$ cat config.mk
export PLATFORM = sky130hd
export DESIGN_NAME = mem_copy_engine
export DESIGN_NICKNAME = d
export VERILOG_FILES = /design/src/rtl/mem_copy_pkg.sv /design/src/rtl/mem_copy_engine.sv
export SDC_FILE = /design/constraint.sdc
export NUM_CORES = 1
export LEC_CHECK = 0
export ABC_AREA = 1
export BUFFER_PORTS_ARGS = -buffer_cell sky130_fd_sc_hd__buf_2
export CORE_MARGIN = 2
export CORE_UTILIZATION = 48
export CTS_CLUSTER_DIAMETER = 200
export DETAILED_ROUTE_END_ITERATION = 16
export GPL_ROUTABILITY_DRIVEN = 0
export PLACE_DENSITY = 0.88
export SLEW_MARGIN = 20
export SYNTH_ARGS = -nofsm -noshare
export SYNTH_HDL_FRONTEND = slang
export SYNTH_SLANG_ARGS = --single-unit
$ cat constraint.sdc
create_clock -name Clk -period 1.4 [get_ports Clk]
set_input_delay 0.28 -clock Clk [delete_from_list [all_inputs] [get_ports Clk]]
set_output_delay 0.28 -clock Clk [all_outputs]
set_load 0.03 [all_outputs]
$ cat src/rtl/mem_copy_pkg.sv
`default_nettype none
`timescale 1ns/1ps
// ============================================================================
//  Module  : mem_copy_pkg
//  Purpose : Shared types for the memory copy engine.
//            copy_state_t encodes the engine's four-state control sequence.
//  Revision: 1.0  initial release
// ============================================================================
package mem_copy_pkg;

  // IDLE  : waiting for Start
  // READ  : source byte on the bus, captured into the hold register
  // WRITE : hold register driven to the destination with write enable
  // DONE  : one-cycle completion pulse
  typedef enum logic [1:0] {
    IDLE  = 2'd0,
    READ  = 2'd1,
    WRITE = 2'd2,
    DONE  = 2'd3
  } copy_state_t;

endpackage : mem_copy_pkg
`default_nettype wire

$ cat src/rtl/mem_copy_engine.sv
`default_nettype none
`timescale 1ns/1ps
// ============================================================================
//  Module  : mem_copy_engine
//  Purpose : Bus initiator that copies Length bytes from SrcAddr to DstAddr
//            in a single-port memory with combinational reads. Each byte
//            takes one READ cycle followed by one WRITE cycle on the shared
//            address pointer.
//  Ports   : Clk, Reset        - clock, synchronous active-high reset
//            Start             - copy request, honoured only while idle
//            SrcAddr/DstAddr   - first source / destination address
//            Length            - byte count (0 = no-op, completes at once)
//            Busy, Done        - in-progress flag, one-cycle completion pulse
//            MemAddress        - memory address (source or destination)
//            MemWriteEn        - memory write enable (WRITE cycles only)
//            MemWrData         - memory write data (zero outside WRITE)
//            MemRdData         - combinational memory read data
//  Revision: 1.0  initial release
// ============================================================================
module mem_copy_engine
  import mem_copy_pkg::*;
#(
  parameter int W = 8,
  parameter int A = 8
) (
  input  logic         Clk,
  input  logic         Reset,
  input  logic         Start,
  input  logic [A-1:0] SrcAddr,
  input  logic [A-1:0] DstAddr,
  input  logic [A-1:0] Length,
  output logic         Busy,
  output logic         Done,
  output logic [A-1:0] MemAddress,
  output logic         MemWriteEn,
  output logic [W-1:0] MemWrData,
  input  logic [W-1:0] MemRdData
);

  copy_state_t  state_q, state_d;
  logic [A-1:0] src_q,   src_d;
  logic [A-1:0] dst_q,   dst_d;
  logic [A-1:0] rem_q,   rem_d;
  logic [W-1:0] hold_q,  hold_d;

  always_ff @(posedge Clk) begin
    if (Reset) begin
      state_q <= IDLE;
      src_q   <= '0;
      dst_q   <= '0;
      rem_q   <= '0;
      hold_q  <= '0;
    end else begin
      state_q <= state_d;
      src_q   <= src_d;
      dst_q   <= dst_d;
      rem_q   <= rem_d;
      hold_q  <= hold_d;
    end
  end

  // Next-state and output decode. Every output depends only on registered
  // state and pointers, so the memory sees stable values for a whole cycle.
  always_comb begin
    state_d    = state_q;
    src_d      = src_q;
    dst_d      = dst_q;
    rem_d      = rem_q;
    hold_d     = hold_q;
    Busy       = 1'b0;
    Done       = 1'b0;
    MemAddress = '0;
    MemWriteEn = 1'b0;
    MemWrData  = '0;

    case (state_q)
      IDLE: begin
        if (Start) begin
          src_d   = SrcAddr;
          dst_d   = DstAddr;
          rem_d   = Length;
          state_d = (Length != '0) ? READ : DONE;
        end
      end

      READ: begin
        Busy       = 1'b1;
        MemAddress = src_q;
        hold_d     = MemRdData;
        src_d      = src_q + A'(1);   // wraps naturally at 2**A
        state_d    = WRITE;
      end

      WRITE: begin
        Busy       = 1'b1;
        MemAddress = dst_q;
        MemWrData  = hold_q;
        MemWriteEn = 1'b1;
        dst_d      = dst_q + A'(1);
        rem_d      = rem_q - A'(1);
        // rem_q still counts the byte being written now
        state_d    = (rem_q > A'(1)) ? READ : DONE;
      end

      DONE: begin
        Busy    = 1'b1;
        Done    = 1'b1;
        state_d = IDLE;
      end

      default: state_d = IDLE;
    endcase
  end

endmodule : mem_copy_engine
`default_nettype wire

==> results.md <==
- Nets@finish: roughly 460
- Final ANT Viol Nets: 0
- CP required: around 1.1 ns
- Clk sinks: 34
- Period utilisation layout: 126%
- CP max-delay cell: dfxtp_2
- Hold Crit Endpoint: hold_q[1]$_SDFFE_PP0P_
- Seq/Total Area, Yosys: 32.3%
- Core Region: approximately 0.0043 sq mm
- Worst Path Buf+Inv: 3
- Top fanout value on the critical path: 7
- Yosys cell types: 26
- Final Hold Fails: 0
- YS warnings: 0
- CP startpoint kind: register
- Pwr/cell area: 858 mW/mm^2
- Worst skew pair latency: roughly 0.30 ns
- Initial antenna violation count: 0
- Vias in the first global route: 2472
- Critical path type: register to output pin
- Std-Cell Rows: 24
- Initial DRC count: around 320
- CP arrival: roughly 1.5 ns
- Worst-path clk slew: roughly 0.07 ns
- Met3 GRT Util: 5.92%
- Reg-to-reg endpoint: rem_q[7]$_SDFFE_PP0P_
- Post-Syn Nets: ~380
- RSZ-0062 raised after global routing: yes
- Most frequent CP cell: buf_6
- Post-Syn Area per Cell: about 6.4 sq um
- HPWL Detailed: around 4.2 mm
- Hold WS: 0.202 ns
- Max Buffers Root-to-Sink: 2
- Vias per Instance: approximately 5.7
- Utilization after layout: between 70% and 80%
- Worst Skew: approximately 0.0084 ns
- R2R setup slack: -0.29 ns
- First-pass GRT wire length: 11.0 mm
- LEAKAGE: ~1.6 nW
- Final WL: around 7.2 mm
- DRC errors left: 0
- Layout cells sized above 1: between 30% and 40%
- Routed wire per std cell: roughly 15 um
- Worst rel slew slack: between 70% and 80%
- Cells along the critical path: buf_6 -> ha_4 -> buf_6 -> nand2_4 -> a21oi_4 -> buf_6
- # fillers: about 280
- Total number of vias: ~2700
- Worst Hold Depth: 3
- # diodes: 0
- Crit-path leading delay family: buffers and inverters
- Die area: 0.00494 sq mm
- Chip width: between 70 and 80 um
- Worst VDD drop: just over 500 uV
- Synth Cell Area: around 0.0021 sq mm
- Overflow after GRT: 0
- Syn-to-layout area delta: 51.7%
- Crit-path max cell delay: approximately 0.36 ns
- PortBufs: 53
- Reg2reg start: state_q[1]$_SDFFE_PP0P_
- #FFs+latches synth: 34
- Ports: 54
- Total of max-cap violations: 0
- TritonCTS Buffers: 5
- Critical path capture point type: output pin
- Starting Density: 49.1%
- H-Tree Depth: 2
- Setup TNS: -9.50 ns
- Hold/Removal Path Class: input pin to register
- Die H: between 70 and 80 um
- Fmax: 566 MHz
- Final Critical Period: ~1.8 ns
- Reg2reg path depth: 10
- Status: complete, but fails checks
- GRT busiest layer: met2
- Worst slack, placed: -0.112 ns
- Pwr Total: about 2.7 mW
- Grt met2 use: a little under half
- CTS root buffer: clkbuf_8
- Total iterations of the first detailed-routing run: 6
- Worst hold start: MemRdData[1]
- Final worst setup slack: -0.368 ns
- Final setup vio count: 40
- Slew Limit Fails: 0
- Mapped Cells: ~330
- Gr usage total: between 20% and 30%
- Largest net degree at the start of global routing: 26
- Failing checks: negative setup slack
- Met1 usage: between 30% and 40%
- CTS tree: built
- Worst-margin pin slew: ~0.4 ns
[stage by stage]
step	instance area, sq um	cells
finish	3200	473
CTS	3110	471
global placement	2700	450
floorplan	2230	332
global route	3200	473
detailed placement	2700	450
[cell type report]
class	instances	area (sq um)	share of cell area, %
Clock buffer	7	86.3	2.70
Clock inverter	1	5.00	0.156
Inverter	41	166	5.20
Multi-Input combinational cell	242	1390	43.4
Sequential cell	34	686	21.4
Tap cell	52	65.1	2.03
Timing Repair Buffer	96	802	25.1
[kinds of logic (layout without fill, tap and decap cells)]
family / after synthesis / count (layout) / synth area share (%)
buf+inv: 56 / 145 / 11.7
flops: 34 / 34 / 32.3
compound gates: 83 / 83 / 22.0
simple gates: 151 / 151 / 29.2
fa+ha+maj: 8 / 8 / 4.75
[synth_stat cells (all sizes together)]
cell / count / area (sq um)
clkinv: 1 / 3.75
o21bai: 3 / 22.5
clkbuf: 3 / 12.5
a31oi: 7 / 43.8
buf: 12 / 81.3
nor3: 4 / 20.0
o211ai: 4 / 30.0
dfxtp: 34 / 681
a211oi: 1 / 12.5
a21oi: 26 / 130
inv: 40 / 150
nand2: 80 / 305
nor2: 48 / 180
nand3b: 4 / 30.0
nand4: 5 / 31.3
o21ai: 42 / 225
ha: 8 / 100
nand3: 10 / 50.1
[layer usage]
metal | up-vias | routed length [um]
met4 | 0 | 363
li1 | 1256 | -
met1 | 1206 | 2840
met5 | - | 0
met3 | 51 | 636
met2 | 197 | 3370
[worst register-to-register path, stage by stage (launching register included)]
cell	delay (ns)
dfxtp_2	0.36
buf_6	0.11
ha_4	0.19
buf_4	0.16
inv_4	0.06
o21ai_4	0.23
buf_6	0.16
buf_6	0.11
nand2_1	0.05
nor2_1	0.10
nor2_1	0.05
[worst max path at each step]
stage	from	cells past startpoint	to	slack, ns
floorplan	state_q[0]$_SDFFE_PP0P_	7	MemAddress[2]	-0.13
global placement	state_q[0]$_SDFFE_PP0P_	6	MemAddress[6]	-0.08
detailed placement	state_q[0]$_SDFFE_PP0P_	6	MemAddress[6]	-0.11
CTS	state_q[0]$_SDFFE_PP0P_	6	MemAddress[6]	-0.33
global route	state_q[1]$_SDFFE_PP0P_	6	MemAddress[4]	-0.41
finish	state_q[1]$_SDFFE_PP0P_	6	MemAddress[7]	-0.37
[layout by cell type (no fill, tap or decap), types with 5 or more instances in the layout]
master	count
buf_2	35
nand3_1	10
buf_4	32
nand4_1	5
a31oi_1	7
a21oi_4	8
nand2_1	70
inv_1	26
inv_2	10
inv_4	5
nand2_4	6
o21ai_0	31
o21ai_1	9
a21oi_1	16
buf_6	23
clkbuf_8	6
dfxtp_1	32
nor2_1	47
[power breakdown]
part	internal [mW]	switching [mW]	leakage [nW]
clock network	0.397	0.379	0.0482
logic	0.363	0.454	1.23
registers	1.06	0.0932	0.282
total	1.82	0.926	1.56
[timing repair]
action	CTS	global route
setup endpoints to repair	51	47
setup buffers	11	2
pin swaps	2	11
hold buffers	0	0
hold endpoints to repair	0	0
resized for setup	64	24
gates cloned	2	0
[state kept, by name, indices dropped and copies added, names as in the netlist]
signal,cells
rem_q,8
src_q,8
hold_q,8
state_q,2
dst_q,8
(Power assumes the default switching activity.)
